## src/rtl/dig_pkg.sv

```systemverilog
// Shared constants for the 8-digit 7-segment scan controller: register map,
// reset values and the hex-to-segment table.
package dig_pkg;

    localparam int DIG_COUNT = 8;

    localparam logic [11:0] DIG_DATA_OFS = 12'h000;
    localparam logic [11:0] DIG_CTRL_OFS = 12'h004;

    localparam logic [31:0] DIG_DATA_RST = 32'h0000_0000;
    localparam logic [31:0] DIG_CTRL_RST = 32'h0000_00FF;

    // Element n is the active-high {G,F,E,D,C,B,A} pattern for hex digit n.
    localparam logic [15:0][6:0] HEX7_TABLE = {
        7'h71, 7'h79, 7'h5E, 7'h39, 7'h7C, 7'h77, 7'h6F, 7'h7F,
        7'h07, 7'h7D, 7'h6D, 7'h66, 7'h4F, 7'h5B, 7'h06, 7'h3F
    };

endpackage

```

## src/rtl/dig_scan_ctrl_seg7_decode.sv

```systemverilog
// Combinational nibble to 7-segment decoder (bit0 = A ... bit6 = G).
module seg7_decode
    import dig_pkg::*;
(
    input  logic [3:0] nibble,
    output logic [6:0] seg_pat
);

    assign seg_pat = HEX7_TABLE[nibble];

endmodule

```

## src/rtl/dig_scan_ctrl.sv

```systemverilog
// Memory-mapped 8-digit 7-segment scan controller with DATA/CTRL registers.
// Optional leading-zero suppression is built when DIG_BLANK_EN is defined.
module dig_scan_ctrl
    import dig_pkg::*;
#(
    parameter int SCAN_DIV = 50000
) (
    input  logic        clk,
    input  logic        rst,
    input  logic [11:0] addr,
    input  logic [3:0]  we,
    input  logic [31:0] wdata,
    output logic [7:0]  dig_en,
    output logic [7:0]  seg
);

    localparam int CNT_W = $clog2(SCAN_DIV);
    localparam logic [CNT_W-1:0] CNT_LAST = CNT_W'(SCAN_DIV - 1);

    logic [CNT_W-1:0] div_cnt;
    logic [2:0]       idx;
    logic [31:0]      data_q;
    logic [7:0]       mask_q;
    logic [7:0]       dp_q;

    logic             data_sel;
    logic             ctrl_sel;
    logic [3:0]       nibble;
    logic [6:0]       seg_pat;
    logic             blank_sel;
    logic             unused_addr_lsb;

    assign data_sel        = (addr[11:2] == DIG_DATA_OFS[11:2]);
    assign ctrl_sel        = (addr[11:2] == DIG_CTRL_OFS[11:2]);
    assign unused_addr_lsb = ^addr[1:0];
    assign nibble          = data_q[{idx, 2'b00} +: 4];

    seg7_decode u_seg7_decode (
        .nibble  (nibble),
        .seg_pat (seg_pat)
    );

`ifdef DIG_BLANK_EN
    // lead_zero[i]: nibbles 7..i are all zero.
    logic [DIG_COUNT-1:0] lead_zero;

    always_comb begin
        lead_zero    = '0;
        lead_zero[7] = (data_q[31:28] == 4'h0);
        for (int i = DIG_COUNT - 2; i >= 0; i--) begin
            lead_zero[i] = lead_zero[i+1] && (data_q[4*i +: 4] == 4'h0);
        end
        blank_sel = (idx != 3'd0) && lead_zero[idx] && !dp_q[idx];
    end
`else
    assign blank_sel = 1'b0;
`endif

    always_ff @(posedge clk) begin
        if (rst) begin
            div_cnt <= '0;
            idx     <= 3'd0;
            data_q  <= DIG_DATA_RST;
            mask_q  <= DIG_CTRL_RST[7:0];
            dp_q    <= DIG_CTRL_RST[15:8];
            dig_en  <= 8'h00;
            seg     <= 8'h00;
        end else begin
            if (div_cnt == CNT_LAST) begin
                div_cnt <= '0;
                idx     <= idx + 3'd1;
            end else begin
                div_cnt <= div_cnt + 1'b1;
            end

            for (int n = 0; n < 4; n++) begin
                if (data_sel && we[n]) begin
                    data_q[8*n +: 8] <= wdata[8*n +: 8];
                end
            end
            // CTRL upper half is reserved; those lanes are simply not stored.
            if (ctrl_sel && we[0]) mask_q <= wdata[7:0];
            if (ctrl_sel && we[1]) dp_q   <= wdata[15:8];

            dig_en <= (mask_q[idx] && !blank_sel) ? (8'h01 << idx) : 8'h00;
            seg    <= {dp_q[idx], seg_pat};
        end
    end

endmodule

```

## config.mk

```make
export PLATFORM = sky130hd
export DESIGN_NAME = dig_scan_ctrl
export DESIGN_NICKNAME = d
export VERILOG_FILES = /design/src/rtl/dig_pkg.sv /design/src/rtl/dig_scan_ctrl_seg7_decode.sv /design/src/rtl/dig_scan_ctrl.sv
export SDC_FILE = /design/constraint.sdc
export NUM_CORES = 1
export LEC_CHECK = 0
export ABC_AREA = 1
export CAP_MARGIN = 20
export CORE_MARGIN = 2
export CORE_UTILIZATION = 45
export CTS_CLUSTER_SIZE = 14
export DETAILED_ROUTE_END_ITERATION = 6
export PLACE_DENSITY_LB_ADDON = 0.08
export SETUP_SLACK_MARGIN = 0.02
export SLEW_MARGIN = 15
export SYNTH_ARGS = -nofsm -noshare
export SYNTH_HDL_FRONTEND = slang
export SYNTH_SLANG_ARGS = --single-unit
```

## constraint.sdc

```tcl
create_clock -name clk -period 3.2 [get_ports clk]
set_input_delay 0.48 -clock clk [delete_from_list [all_inputs] [get_ports clk]]
set_output_delay 0.48 -clock clk [all_outputs]
set_load 0.01 [all_outputs]
```

==> flow_metrics.env, run 1 <==
export IMPL_crit_required_ns=3.48
export IMPL_nets=716
export IMPL_endpoint_kind="flop"
export IMPL_vias=3772
export IMPL_async_flop_share=0
export IMPL_cts_hold_buf=0
export IMPL_clkTransAtPathRegs_ns=0.09
export IMPL_fillCellCount=903
export IMPL_worstSetupPathType="reg -> reg"
export IMPL_ir_drop_mv=0.1749
export IMPL_clkSinkCount=83
export IMPL_reg2reg_depth=11
export IMPL_chipHeight_um=99.31
export IMPL_num_io_pins=66
export IMPL_grt_pass1_wl_um=15390
export IMPL_start_util=0.4664
export IMPL_drv_slew=0
export IMPL_final_setup_viol_count=0
export IMPL_dp_hpwl_um=6203
export IMPL_fp_row_count=34
export IMPL_antenna_found_initial=0
export IMPL_cp_cell_sequence="inv_1, buf_4, nor2_1, o21ai_0, nand2_1, o21ai_0, inv_1, ha_1, nand3_1, nand3_1, a21oi_1"
export IMPL_place_congestion=0.8536
export IMPL_timing_fmax_ghz=0.4203
export IMPL_place_inst=751
export IMPL_fin_skew_ns=0.008302
export IMPL_grt_pass1_vias=3503
export IMPL_status="finished, final reports clean"
export IMPL_clk_latency_ns=0.35
export IMPL_holdPathStages=1
export IMPL_setup_slack_ns=0.8210
export IMPL_fin_area_sq_mm=0.004941
export IMPL_worst_slew_pin_slew_ns=0.7617
export IMPL_synth_area_leader_cell="dfxtp_1"
export IMPL_synth_edf_count=0
export IMPL_period_minus_slack_ns=2.379
export IMPL_grt_usage=0.1885
export IMPL_synth_avg_cell_area_sq_um=6.813
export IMPL_diodes=0
export IMPL_arrival_ns=2.66
export IMPL_cts_tree="done"
export IMPL_regArea_sq_mm=0.001662
export IMPL_dp_slack_ns=0.7955
export IMPL_finalSetupTns_ns=0
export IMPL_max_slew_margin=0.4868
export IMPL_timing_final_crit_share=0.7434
export IMPL_cts_buffers=9
export IMPL_drv_cap=0
export IMPL_drt_pass1_iter_count=4
export IMPL_yosysUniqueCellTypes=30
export IMPL_multiInputGateArea_sq_mm=0.001949
export IMPL_cp_max_fo=7
export IMPL_htree_levels=3
export IMPL_max_stage_delay_ns=0.61
export IMPL_ctsResizeCount=0
export IMPL_syn_cell_area_sq_mm=0.004088
export IMPL_rsz0062_at_grt="false"
export IMPL_p_leak_nw=2.090
export IMPL_hold_path_class="reg -> reg"
export IMPL_grt_overflow=0
export IMPL_drive_gt1_frac=0.05159
export IMPL_instances_no_fill=767
export IMPL_start_kind="flop"
export IMPL_critical_path_depth=11
export IMPL_synth_warning_count=0
export IMPL_die_x_um=99.31
export IMPL_area_growth_pct=20.88
export IMPL_synthFlopType="dfxtp_1"
export IMPL_core_area_sq_mm=0.008763
export IMPL_die_area_sq_mm=0.009862
export IMPL_synth_fp_nets=662
export IMPL_grt_max_degree=65
export IMPL_ctsRootBufferMaster="clkbuf_8"
export IMPL_critPathTopFamily="compound AO/OA/AOI/OAI gates"
export IMPL_wire_per_inst_um=11.66
export IMPL_cp_buffers_inverters=3
export IMPL_via_per_inst=4.918
export IMPL_p_per_area_mw_per_mm2=388.4
export IMPL_place_area_sq_mm=0.004748
export IMPL_hold_violations=0
export IMPL_yosys_top_cells_area="dfxtp_1 41%, nand2_1 12%, nand3_1 8.6%"
export IMPL_drc=0
export IMPL_yosysTopAreaCellShare=0.4065
export IMPL_clk_path_buf_depth=2
export IMPL_post_cts_setup_buffers=0
export IMPL_ys_ff_latch=83
export IMPL_io_buffers=63
export IMPL_cp_slowest_cell="o21ai_0"
export IMPL_worst_hold_slack_ns=0.4541
export IMPL_syn_instance_count=600
export IMPL_drtIter0Drc=160
export IMPL_ys_seq_area_frac=0.4065
export IMPL_detail_route_antenna_nets=0
export IMPL_wl_um=8941
## layer usage
| layer | track usage | wire [um] |
|---|---|---|
| met4 | 0.06639 | 126 |
| met3 | 0.02881 | 305 |
| met5 | 0 | 0 |
| met1 | 0.2414 | 4390 |
| met2 | 0.3233 | 4118 |
## cells in the final DEF (no fill, tap or decap)
| master | n |
|---|---|
| clkinv_2 | 3 |
| or2_4 | 1 |
| clkinv_4 | 1 |
| and2_1 | 1 |
| dfxtp_1 | 83 |
| inv_2 | 1 |
| buf_4 | 11 |
| a22o_1 | 1 |
| nor2_1 | 86 |
| o22ai_1 | 2 |
| nor3_4 | 1 |
| nand4_1 | 5 |
| nor3_1 | 5 |
| nand2_2 | 1 |
| a21oi_1 | 56 |
| o21ai_1 | 1 |
| bufinv_16 | 1 |
| o21ai_0 | 23 |
| nand3_1 | 70 |
| ha_1 | 12 |
| clkinvlp_4 | 2 |
| clkbuf_8 | 9 |
| clkdlybuf4s50_1 | 63 |
| xnor2_1 | 1 |
| o211ai_1 | 8 |
| nor4_4 | 1 |
| nor3b_1 | 2 |
| nand2_1 | 129 |
| or2_2 | 2 |
| xor2_1 | 1 |
| inv_1 | 76 |
## final cells by class
cell class                 count  area share
clock buffer                   9     0.02507
clock inverter                 7     0.01393
inverter                      77     0.05850
multi-input combinational    409      0.3945
sequential                    83      0.3363
tap                          108     0.02735
timing repair buffer          74      0.1443
## power by group
| group | internal [mW] | leakage [nW] | switching (mW) |
|---|---|---|---|
| registers | 1.04 | 0.672 | 0.00316 |
| clock network | 0.357 | 0.0950 | 0.379 |
| logic | 0.0761 | 1.32 | 0.0635 |
| total | 1.47 | 2.09 | 0.446 |
## synthesized netlist by cell type, types with 6 or more instances
library cell and number:
a21oi_1 56, buf_6 6, clkbuf_1 11, dfxtp_1 83, ha_1 12, inv_1 76
nand2_1 129, nand3_1 70, nor2_1 86, o211ai_1 8, o21ai_0 23
## per-stage QoR
stage	power, mW	utilization
2_1_floorplan	1.126	-
3_3_place_gp	1.207	0.5418
6_report	1.919	0.5638
5_1_grt	2.001	0.5638
4_1_cts	1.940	0.5638
3_5_place_dp	1.208	0.5418
## logic make-up (layout without fill, tap and decap cells)
kind of cell	Yosys count	count (layout)	synth area share
AOI/OAI and AO/OA	91	91	0.1178
xor gates and xnor gates	2	2	0.004286
adders and majority gates	12	12	0.03673
buffers and inverters	108	167	0.1166
DFF	83	83	0.4065
and+or+nand+nor	304	304	0.3180
## registers in the layout, indices dropped and copies added, names as in the netlist
name / cells
dig_en: 8
seg: 8
idx: 3
div_cnt: 16
data_q: 32
mask_q: 8
dp_q: 8
## worst paths after layout
| path | startpoint | end | slack [ns] |
|---|---|---|---|
| worst max-delay path | idx[1]$_SDFFE_PP0N_ | seg[0]$_SDFF_PP0_ | 0.82 |
| worst min-delay path | div_cnt[0]$_SDFF_PP0_ | div_cnt[0]$_SDFF_PP0_ | 0.45 |
| worst max register to register | idx[1]$_SDFFE_PP0N_ | seg[0]$_SDFF_PP0_ | 0.82 |
| worst min register to register | div_cnt[0]$_SDFF_PP0_ | div_cnt[0]$_SDFF_PP0_ | 0.45 |
No activity file was read; power rests on OpenSTA's default activity.
==> run 2: changes to the inputs <==
clock period = 2.4 ns   (was 3.2 ns; I/O delays follow)
==> run 2 against run 1 <==
  * Critical path depth decreased by 1
  * Critical path type unchanged
  * Clock-buffer cell count is 2 higher
  * Maximum frequency rose by 14%
  * Via count grew 0.93%
  * First-iteration DRC count down 7.5%
  * Sequential share of layout area down 0.46 points
  * Clock power increased by 59%
  * Sequential cell count unchanged
  * Wire length down 0.44%
  * Critical endpoint unchanged
==> flow_metrics.env, run 2 (same netlist as run 1, synthesis figures left out) <==
export IMPL_cp_max_fo=11
export IMPL_reg2reg_depth=10
export IMPL_clkSinkCount=83
export IMPL_antenna_found_initial=0
export IMPL_fillCellCount=875
export IMPL_hold_path_startpoint="div_cnt[0]$_SDFF_PP0_"
export IMPL_hold_path_class="reg -> reg"
export IMPL_drive_gt1_frac=0.05446
export IMPL_via_per_inst=4.951
export IMPL_num_io_pins=66
export IMPL_cp_slowest_cell="dfxtp_1"
export IMPL_wl_um=8902
export IMPL_period_minus_slack_ns=2.086
export IMPL_die_x_um=99.31
export IMPL_crit_path_start="idx[0]$_SDFFE_PP0N_"
export IMPL_worstReg2RegStart="idx[0]$_SDFFE_PP0N_"
export IMPL_drtIter0Drc=148
export IMPL_drv_cap=0
export IMPL_final_setup_viol_count=0
export IMPL_worstSetupPathType="reg -> reg"
export IMPL_rsz0062_at_grt="false"
export IMPL_crit_required_ns=2.69
export IMPL_drc=0
export IMPL_clk_latency_ns=0.36
export IMPL_place_congestion=0.8329
export IMPL_ir_drop_mv=0.3303
export IMPL_wire_per_inst_um=11.58
export IMPL_fp_row_count=34
export IMPL_clk_path_buf_depth=2
export IMPL_regArea_sq_mm=0.001662
export IMPL_nets=718
export IMPL_r2r_end="seg[0]$_SDFF_PP0_"
export IMPL_post_cts_setup_buffers=0
export IMPL_fin_skew_ns=0.01474
export IMPL_detail_route_antenna_nets=0
export IMPL_grt_overflow=0
export IMPL_grt_pass1_wl_um=15240
export IMPL_largest_register_ffs=32
export IMPL_die_area_sq_mm=0.009862
export IMPL_grt_max_degree=65
export IMPL_cts_tree="done"
export IMPL_drv_slew=0
export IMPL_finalSetupTns_ns=0
export IMPL_regToRegSetupSlack_ns=0.31
export IMPL_worst_slew_pin_slew_ns=0.5283
export IMPL_clkTransAtPathRegs_ns=0.09
export IMPL_ctsRootBufferMaster="clkbuf_8"
export IMPL_max_slew_margin=0.6469
export IMPL_area_growth_pct=22.56
export IMPL_diodes=0
export IMPL_arrival_ns=2.37
export IMPL_cp_cell_sequence="inv_1, buf_4, o21ai_0, nand3_1, o21ai_1, inv_1, ha_1, nand3_1, nand3_1, a21oi_1"
export IMPL_status="finished, final reports clean"
export IMPL_p_leak_nw=2.128
export IMPL_setup_slack_ns=0.3143
export IMPL_endpoint_kind="flop"
export IMPL_multiInputGateArea_sq_mm=0.001949
export IMPL_start_util=0.4664
export IMPL_holdPathEnd="div_cnt[0]$_SDFF_PP0_"
export IMPL_start_kind="flop"
export IMPL_grt_usage=0.1867
export IMPL_cts_buffers=9
export IMPL_drt_pass1_iter_count=5
export IMPL_largest_register="data_q"
export IMPL_layout_commonest_cell="nand2_1"
export IMPL_max_stage_delay_ns=0.36
export IMPL_most_common_layout_cells="129 x nand2_1, 86 x nor2_1, 83 x dfxtp_1, 76 x inv_1, 70 x nand3_1"
export IMPL_vias=3807
export IMPL_dp_hpwl_um=6402
export IMPL_timing_final_crit_share=0.8690
export IMPL_hold_violations=0
export IMPL_io_buffers=63
export IMPL_grt_pass1_vias=3487
export IMPL_timing_fmax_ghz=0.4795
export IMPL_htree_levels=3
export IMPL_reg_top3="data_q x32, div_cnt x16"
export IMPL_p_per_area_mw_per_mm2=547.2
export IMPL_dp_slack_ns=0.2167
export IMPL_holdPathStages=1
export IMPL_path_common_cell="nand3_1"
export IMPL_core_area_sq_mm=0.008763
export IMPL_cts_hold_buf=0
export IMPL_chipHeight_um=99.31
-- run 2: changes by cell type in the layout (fill, tap and decap cells not counted), sizes merged --
cell / delta
bufinv: +1
clkinvlp: -2
buf: +2
clkbuf: +2
clkinv: -2
inv: +1
-- run 2: final cells by class --
| type | instances | area share |
|---|---|---|
| repair buffers | 76 | 0.1479 |
| clock buffers | 11 | 0.03022 |
| clock inverters | 5 | 0.01648 |
| well taps | 108 | 0.02697 |
| flip-flops and latches | 83 | 0.3317 |
| inverters | 77 | 0.05769 |
| multi-input cells | 409 | 0.3891 |
-- run 2: metrics by stage --
stage	util	hold WS [ns]	power, mW	instances	instance area (sq um)
4_1_cts	0.5717	0.4605	2.773	769	5010
3_5_place_dp	0.5450	0.4422	1.610	753	4776
3_3_place_gp	0.5450	0.4295	1.607	753	4776
2_1_floorplan	-	0.4175	1.502	600	4088
5_1_grt	0.5717	0.4886	2.841	769	5010
6_report	0.5717	0.4562	2.741	769	5010
-- run 2: timing repair --
action	4_1_cts	5_1_grt
hold endpoints to repair	0	0
gates resized for setup	0	1
setup endpoints to repair	0	7
-- run 2: how the worst max path moves through the flow --
stage,endpoint,depth (start not counted)
after floorplan,seg[3]$_SDFF_PP0_,13
after global placement,seg[3]$_SDFF_PP0_,11
after detailed placement,seg[3]$_SDFF_PP0_,11
after CTS,seg[3]$_SDFF_PP0_,11
after global routing,seg[0]$_SDFF_PP0_,10
final,seg[0]$_SDFF_PP0_,10
-- run 2: per-layer routing --
metal	global-route usage	vias to the layer above	part of all wire
met1	0.2342	1703	0.46
li1	-	2020	-
met3	0.03654	7	0.039
met2	0.3217	77	0.49
met5	0	-	0
met4	0.06217	0	0.010
-- run 2: critical path: cells and delay by family, from the launching register on --
kind	cells	cell delay, ns
adder cells (fa/ha/maj)	1	0.23
AND/OR/NAND/NOR	3	0.28
buffers and inverters	3	0.58
AO/OA/AOI/OAI	3	0.58
flip-flops	1	0.36
-- run 2: power by group --
group | switching [mW] | internal [mW] | total, mW
sequential | 0.00434 | 1.39 | 1.39
clock | 0.519 | 0.647 | 1.17
combinational | 0.0838 | 0.101 | 0.184
total | 0.607 | 2.13 | 2.74
